--- src/rtl/poly_ring_mul.sv ---
// -----------------------------------------------------------------------------
// poly_ring_mul
//   Sequential schoolbook multiplier for polynomials over Z_Q, reduced either
//   negacyclically (x^N = -1) or cyclically (x^N = +1). One coefficient
//   multiply-accumulate is done per cycle, so a product takes N*N cycles.
//
// Ports
//   clk        clock, all state changes on the rising edge
//   rst_n      asynchronous active-low reset
//   in_valid   operand pair a_i/b_i/mode_i is valid
//   in_ready   high in IDLE; operands are taken on an edge with both high
//   a_i, b_i   N coefficients of CW bits, coefficient k at [k*CW +: CW]
//   mode_i     0 = negacyclic ring, 1 = cyclic ring
//   out_valid  r_o holds a completed product (DONE state)
//   out_ready  consumer takes r_o; the block returns to IDLE on that edge
//   r_o        product, packed like a_i, every coefficient in [0, Q-1]
//   busy       high while multiplying (CALC state)
//
// Parameters: N >= 2 coefficients, modulus Q >= 2, width CW with 2^CW > Q.
// -----------------------------------------------------------------------------
module poly_ring_mul #(
  parameter int N  = 4,
  parameter int Q  = 17,
  parameter int CW = 5
) (
  input  logic            clk,
  input  logic            rst_n,
  input  logic            in_valid,
  output logic            in_ready,
  input  logic [N*CW-1:0] a_i,
  input  logic [N*CW-1:0] b_i,
  input  logic            mode_i,
  output logic            out_valid,
  input  logic            out_ready,
  output logic [N*CW-1:0] r_o,
  output logic            busy
);

  localparam int IW = $clog2(N);
  localparam int PW = 2 * CW;   // full product width
  localparam int AW = CW + 1;   // holds acc + Q - p < 2Q without overflow

  localparam logic [CW-1:0] QC   = CW'(Q);
  localparam logic [PW-1:0] QP   = PW'(Q);
  localparam logic [AW-1:0] QA   = AW'(Q);
  localparam logic [IW:0]   NI   = (IW + 1)'(N);
  localparam logic [IW-1:0] LAST = IW'(N - 1);

  typedef enum logic [1:0] {
    S_IDLE,
    S_CALC,
    S_DONE
  } state_e;

  state_e          state_q, state_d;
  logic [CW-1:0]   a_q   [N];
  logic [CW-1:0]   a_d   [N];
  logic [CW-1:0]   b_q   [N];
  logic [CW-1:0]   b_d   [N];
  logic [CW-1:0]   acc_q [N];
  logic [CW-1:0]   acc_d [N];
  logic            mode_q, mode_d;
  logic [IW-1:0]   i_q, i_d;
  logic [IW-1:0]   j_q, j_d;
  logic [N*CW-1:0] r_q, r_d;

  // Datapath for the current (i, j) term.
  logic [PW-1:0]   prod;
  logic [CW-1:0]   p;
  logic [IW:0]     idx_sum;
  logic            wrap;
  logic [IW-1:0]   k;
  logic [AW-1:0]   sum;
  logic [CW-1:0]   acc_new;

  // NOTE: every variable assigned in an always_comb gets a value on every
  // path (defaults first), otherwise synthesis infers a latch.
  always_comb begin
    prod    = PW'(a_q[i_q]) * PW'(b_q[j_q]);
    p       = CW'(prod % QP);
    idx_sum = {1'b0, i_q} + {1'b0, j_q};
    wrap    = (idx_sum >= NI);
    k       = wrap ? IW'(idx_sum - NI) : IW'(idx_sum);
    // Subtraction is done as + (Q - p) so everything stays unsigned; p < Q
    // keeps Q - p positive and the sum below 2Q, so one conditional
    // subtract fully reduces it.
    if (wrap && !mode_q) begin
      sum = {1'b0, acc_q[k]} + QA - {1'b0, p};
    end else begin
      sum = {1'b0, acc_q[k]} + {1'b0, p};
    end
    acc_new = CW'((sum >= QA) ? sum - QA : sum);
  end

  always_comb begin
    state_d = state_q;
    a_d     = a_q;
    b_d     = b_q;
    acc_d   = acc_q;
    mode_d  = mode_q;
    i_d     = i_q;
    j_d     = j_q;
    r_d     = r_q;

    unique case (state_q)
      S_IDLE: begin
        if (in_valid) begin
          for (int c = 0; c < N; c++) begin
            // Inputs may exceed Q-1; reduce once here so the MAC only ever
            // sees canonical residues.
            a_d[c]   = a_i[c*CW +: CW] % QC;
            b_d[c]   = b_i[c*CW +: CW] % QC;
            acc_d[c] = '0;
          end
          mode_d  = mode_i;
          i_d     = '0;
          j_d     = '0;
          state_d = S_CALC;
        end
      end

      S_CALC: begin
        acc_d[k] = acc_new;
        if (j_q == LAST) begin
          j_d = '0;
          if (i_q == LAST) begin
            i_d     = '0;
            state_d = S_DONE;
            // The last term is still in flight, so the result is taken from
            // the accumulators with this cycle's update merged in.
            for (int c = 0; c < N; c++) begin
              r_d[c*CW +: CW] = (IW'(c) == k) ? acc_new : acc_q[c];
            end
          end else begin
            i_d = i_q + IW'(1);
          end
        end else begin
          j_d = j_q + IW'(1);
        end
      end

      S_DONE: begin
        if (out_ready) begin
          state_d = S_IDLE;
        end
      end

      default: state_d = S_IDLE;
    endcase
  end

  // NOTE: state registers use non-blocking assignments so every flop samples
  // values from before the edge, independent of statement order.
  always_ff @(posedge clk or negedge rst_n) begin
    if (!rst_n) begin
      state_q <= S_IDLE;
      mode_q  <= 1'b0;
      i_q     <= '0;
      j_q     <= '0;
      r_q     <= '0;
      // NOTE: the small coefficient arrays are reset element by element; an
      // aborted product must leave no residue in the accumulators, and the
      // operand copies are cleared as well so the state after reset is fully
      // defined.
      for (int c = 0; c < N; c++) begin
        a_q[c]   <= '0;
        b_q[c]   <= '0;
        acc_q[c] <= '0;
      end
    end else begin
      state_q <= state_d;
      a_q     <= a_d;
      b_q     <= b_d;
      acc_q   <= acc_d;
      mode_q  <= mode_d;
      i_q     <= i_d;
      j_q     <= j_d;
      r_q     <= r_d;
    end
  end

  assign in_ready  = (state_q == S_IDLE);
  assign busy      = (state_q == S_CALC);
  assign out_valid = (state_q == S_DONE);
  assign r_o       = r_q;

endmodule

--- config.mk ---
export PLATFORM = sky130hd
export DESIGN_NAME = poly_ring_mul
export DESIGN_NICKNAME = d
export VERILOG_FILES = /design/src/rtl/poly_ring_mul.sv
export SDC_FILE = /design/constraint.sdc
export NUM_CORES = 1
export LEC_CHECK = 0
export ABC_AREA = 0
export BUFFER_PORTS_ARGS = -buffer_cell sky130_fd_sc_hd__buf_2
export CORE_ASPECT_RATIO = 0.9
export CORE_MARGIN = 3
export CORE_UTILIZATION = 52
export CTS_CLUSTER_DIAMETER = 100
export CTS_CLUSTER_SIZE = 20
export DETAILED_ROUTE_END_ITERATION = 12
export PLACE_DENSITY = 0.71
export SYNTH_ARGS = -nofsm -noshare
export SYNTH_HDL_FRONTEND = slang
export SYNTH_SLANG_ARGS = --single-unit
--- constraint.sdc ---
create_clock -name clk -period 13.05 [get_ports clk]
set_input_delay 3.2625 -clock clk [delete_from_list [all_inputs] [get_ports clk]]
set_output_delay 3.2625 -clock clk [all_outputs]
set_load 0.02 [all_outputs]
* After elaboration in Yosys (flattened, before gate mapping)
Index checks and enable logic that the tools add are counted.
** Operators by class
- Add/sub/neg operators :: 8
- $mul :: 1
- Divide/modulo/power cells :: 9
- Magnitude comparators :: 6
- Equal/unequal tests :: 11
- Mux-type cells :: 32
- Bitwise gates (word level) :: 3
- Reductions and logical operators :: 11
** Operator list (count)
- two-way mux 5 bit :: 12
- remainder unit 5 x 5 -> 5 bit (second input constant) :: 8
- one-hot mux 20 bit (2 select lines) :: 1
- binary-select mux 5 bit (select 2 bit) :: 3
- bitwise mux 20 bit :: 1
- two-way mux 20 bit :: 1
- two-way mux 2 bit :: 9
- >= comparator 3 bit (second input constant) :: 4
- demux 5 bit (select 2 bit) :: 1
- remainder unit 10 x 5 -> 10 bit (second input constant) :: 1
- multiplier 5 x 5 -> 10 bit :: 1
- inverter 2 -> 3 bit :: 3
- one-hot mux 2 bit (2 select lines) :: 2
- adder 5 x 5 -> 6 bit :: 1
- adder 5 x 5 -> 6 bit (second input constant) :: 1
- == test 2 bit (second input constant) :: 3
- >= comparator 6 x 5 -> 1 bit (second input constant) :: 1
- two-way mux 6 bit :: 1
- != test 2 x 1 -> 1 bit (second input constant) :: 3
- one-hot mux 2 bit (3 select lines) :: 1
- AND reduction 3 bit :: 2
- subtractor 6 x 5 -> 6 bit :: 1
- subtractor 5 bit (second input constant) :: 1
- adder 2 x 1 -> 2 bit (second input constant) :: 2
- other kinds (13) :: 17
** Word-level totals
- Flip-flop bits (word level) :: 87
- Bits of input ports :: 45

* Depth between registers and ports, before layout
- Word-level depth :: 14
- Gate-level depth with buffers :: 49

* Worst setup path before layout
No wires, ideal clock.
- Path type :: register to register
- From :: register i_q[0]
- To :: register r_q[17], in the netlist r_o[17]
- Setup time :: 0.133 ns
- Data arrival time :: 10.634 ns
- Data required time :: 12.917 ns
- Slack :: 2.283 ns
- Cell stages (with the launch flop) :: 48
- Cells stage by stage :: dfrtp_1 -> clkbuf_1 -> mux4_2 -> nand2_1 -> fa_1 -> fa_1 -> fa_1 -> inv_1 -> ha_1 -> buf_6 -> and3_4 -> or3_1 -> and2_1 -> nor3_4 -> a211oi_1 -> or4_4 -> o211a_4 -> o31ai_4 -> [12 not listed] -> nand3_2 -> mux2i_1 -> ha_1 -> inv_1 -> ha_1 -> inv_1 -> fa_1 -> xor2_1 -> nor2_1 -> a21oi_1 -> and3_1 -> nor2b_1 -> o21ai_0 -> nand2_1 -> xnor2_1 -> nor2_1 -> a21oi_1 -> o21ai_0
** On the way
- Word-level cells in the longest chain between the ends :: 13
- Elaborated cells on any way between the ends :: 26
- Those cells by class :: add/sub (6); mul (1); div (1); order compare (2); eq/ne (2); mux (10); bitwise (2); reduce/logical (2)
** Ends and longest elaborated chain
- start, declared :: RTL line 63 : logic [IW-1:0] i_q, i_d;
- start signal, assigned :: RTL line 176 : i_q <= i_d;
- parallel branches: the longest is 13 deep, another holds multiplier 5 x 5 -> 10 bit
- end signal, assigned :: RTL line 178 : r_q <= r_d;
- end, declared :: RTL line 65 : logic [N*CW-1:0] r_q, r_d;
Parallel ways; which one is timed is not known. The select of a mux whose other input is x is not followed.
A chain may end at the register's enable or synchronous reset.

* Final worst setup path
- From :: register j_q[0]
- To :: register r_q[3], in the netlist r_o[3]
** On the way
- Word-level cells in the longest chain between the ends :: 13
- Elaborated cells on any way between the ends :: 26
- Those cells by class :: add/sub (6); mul (1); div (1); order compare (2); eq/ne (1); mux (10); bitwise (2); reduce/logical (3)
** Ends and longest elaborated chain
- start, declared :: RTL line 64 : logic [IW-1:0] j_q, j_d;
- start signal, assigned :: RTL line 177 : j_q <= j_d;
- parallel branches: the longest is 13 deep, another holds multiplier 5 x 5 -> 10 bit
Parallel ways; which one is timed is not known. The select of a mux whose other input is x is not followed.

==> metrics.txt <==
Final period util=0.942; outcome=finished clean; overall global routing resource usage=0.245; TNS Setup=0 ns; Layout Nets=between 900 and 1000; minimum clock period=12.29 ns; die height=118 microns; CP Max Fanout=10; Crit-path slowest cell=xor2_1; first-pass iteration count of the detailed router=5; Finished Layout Cells=~1100; number of diodes=0; YS warnings=0; Async SR Flop Fraction=1.00; first-pass GRT wire length=31000 microns; critical path capture point type=register; Worst-path clk slew=0.07 ns; Worst Slack Setup Final=0.756 ns; syn nets=939; worst slew pin tran=1.06 ns; Crit path largest cell delay=between 0.6 and 0.7 ns; fillcell total=roughly 1200; fmax=81.3 MHz; vias in the first global route=6358; dpl hpwl=roughly 14000 microns; largest net degree at the start of global routing=72; Avg Inst Size Synth=8.82 sq um; Cell Rows=40; skew final=0.0128 ns; pins over their slew limit=0; Cells after Synth=826; Hold Slack=0.477 ns; DRT Wirelength=roughly 18000 microns; Post-synth top flop=dfrtp_1; antenna violations before repair=0; RSZ-0062 raised after global routing=true; share of the synthesized area in the top cell type=0.299; area grow syn2layout=10.2%; headroom to the max-slew limit=0.292; Max-Cap Viols=0; drt wl/cell=about 17 microns; CP Launch Type=register; Final setup violation count=0; DIE AREA=between 15000 and 20000 sq um; Ports=68; CTS tree=yes; H-tree levels=3; critical path class=register to register; Post-Syn Area=7290 sq um; ratio of cells with drive above 1 in the final layout=0.155; chip width=approximately 130 microns; number of remaining DRC errors=0; Sink Count=87; postcts setup bufs=0; area leader, netlist=dfrtp_1; sequential share of the synthesized area=0.299; GRT Residual Overflow=0; 1st-iter DRT viols=391; crit path DAT=12.56 ns; count of cells resized by post-cts repair=0; antenna violation net count after detailed routing=0; Clk Latency, worst-skew pair=0.35 ns; CTS Buffer Depth=2; vias=6362; initial core utilization=0.539; post-synth cell types=slightly above 80; worst slack at placement=0.840 ns; largest cells by area after synthesis=dfrtp_1 (30%), ha_1 (9.6%), nand2_1 (6.7%); post-DR vias/cell=6.04; Min-Delay Path Class=register to register; CTS hold repair buffers=0; I/O Buffers=between 60 and 70; dpl cells=1038; root buf cell=clkbuf_16; Yosys reg bits=87; final hold violations=0; core area=13500 sq um; gpl congestion=a little under 0.9; number of flops mapped to enable cells by yosys=0; number of buffers created by CTS=9; worst endpoint required time=13.31 ns
## synthesized netlist by cell type, types with 3 or more instances
cell type and number:
o2111ai_1 10, ha_1 56, fa_1 12, o31ai_1 4, o21ai_0 80, nand3_1 8, mux2_2 8, nor2_1 50
xnor2_1 33, nand3b_1 3, mux2i_1 14, a211oi_1 6, mux4_2 15, dfrtp_1 87, o21ai_1 4, a22o_1 10
nand2_1 130, nand2b_1 9, or3_1 4, a211o_1 4, and2_1 24, nor2b_1 3, nand4_1 6, xor2_1 9
or2_2 5, o211ai_1 8, clkbuf_1 19, inv_1 52, o221ai_1 3, a21o_1 11, buf_1 3, a21oi_1 36
nor4_1 10, and3_1 12, nor3_1 17, o21a_1 3
## worst paths after layout
kind	startpoint	end	slack (ns)	cells after the start
worst max-delay path	j_q[0]$_DFFE_PN0P_	r_o[3]$_DFFE_PN0P_	0.76	44
worst min-delay path	r_o[17]$_DFFE_PN0P_	r_o[17]$_DFFE_PN0P_	0.48	2
max in group asynchronous	rst_n	b_q[0]$_DFFE_PN0P_	9.13	2
min in group asynchronous	rst_n	r_o[16]$_DFFE_PN0P_	2.82	1
worst max register to register	j_q[0]$_DFFE_PN0P_	r_o[3]$_DFFE_PN0P_	0.76	44
worst min register to register	r_o[17]$_DFFE_PN0P_	r_o[17]$_DFFE_PN0P_	0.48	2
## flip-flops by register name, indices dropped and copies added (netlist names)
signal   flops
i_q          2
acc_q       20
a_q         20
r_o         20
mode_q       1
b_q         20
j_q          2
state_q      2
## worst max-delay path, delay by kind of cell (launching register included)
| family | cells | cell delay [ns] |
|---|---|---|
| buffers and inverters | 5 | 0.36 |
| AO/OA/AOI/OAI | 14 | 3.32 |
| flip-flops | 1 | 0.59 |
| AND/OR/NAND/NOR | 10 | 2.33 |
| XOR/XNOR | 3 | 1.17 |
| adder cells (fa/ha/maj) | 9 | 3.33 |
| multiplexers | 3 | 1.12 |
## routing by layer
layer | global-route usage | vias to the layer above | wire, microns
met4 | 0.0771 | 0 | 415
met5 | 0 | - | 0
li1 | - | 3083 | -
met1 | 0.347 | 3083 | 8480
met3 | 0.0289 | 32 | 710
met2 | 0.393 | 164 | 8570
## layout by cell type, fill, tap and decap left out, types with 10 or more instances in the layout
cell type  Yosys  final
and2_1        24     24
fa_1          12     12
and3_1        12     12
a21o_1        11     11
inv_1         52     52
xnor2_1       33     32
a22o_1        10     10
nand2_1      130    129
ha_1          56     56
mux4_2        15     15
nor2_1        50     50
nor4_1        10     10
nor3_1        17     17
dfrtp_1       87     87
a21oi_1       36     36
mux2i_1       14     14
o21ai_0       80     80
o2111ai_1     10     10
buf_2          1     66
## area by class of cell
class                   instances  area (sq um)  area share
multi-input cells             661          4810       0.599
repair buffers                 69           353      0.0439
flip-flops and latches         87          2180       0.271
clock inverters                 5          40.0     0.00498
well taps                     168           210      0.0262
inverters                      53           199      0.0248
clock buffers                  11           243      0.0302
## logic make-up (layout without fill, tap and decap cells)
family | count (synthesis) | after routing | synth area share
xor gates and xnor gates | 43 | 43 | 0.0527
and+or+nand+nor | 297 | 297 | 0.196
AOI/OAI and AO/OA | 215 | 215 | 0.201
muxes | 38 | 38 | 0.0795
buffers and inverters | 78 | 138 | 0.0424
adders and majority gates | 68 | 68 | 0.129
DFF | 87 | 87 | 0.299
## through the flow
stage,util,area [sq um]
floorplan,-,7290
global placement,0.573,7740
detailed placement,0.573,7740
global route,0.595,8030
CTS,0.594,8030
finish,0.595,8030
Power is not shown: default switching activity piles up to over one toggle a cycle in this logic, so the estimate is an artifact.
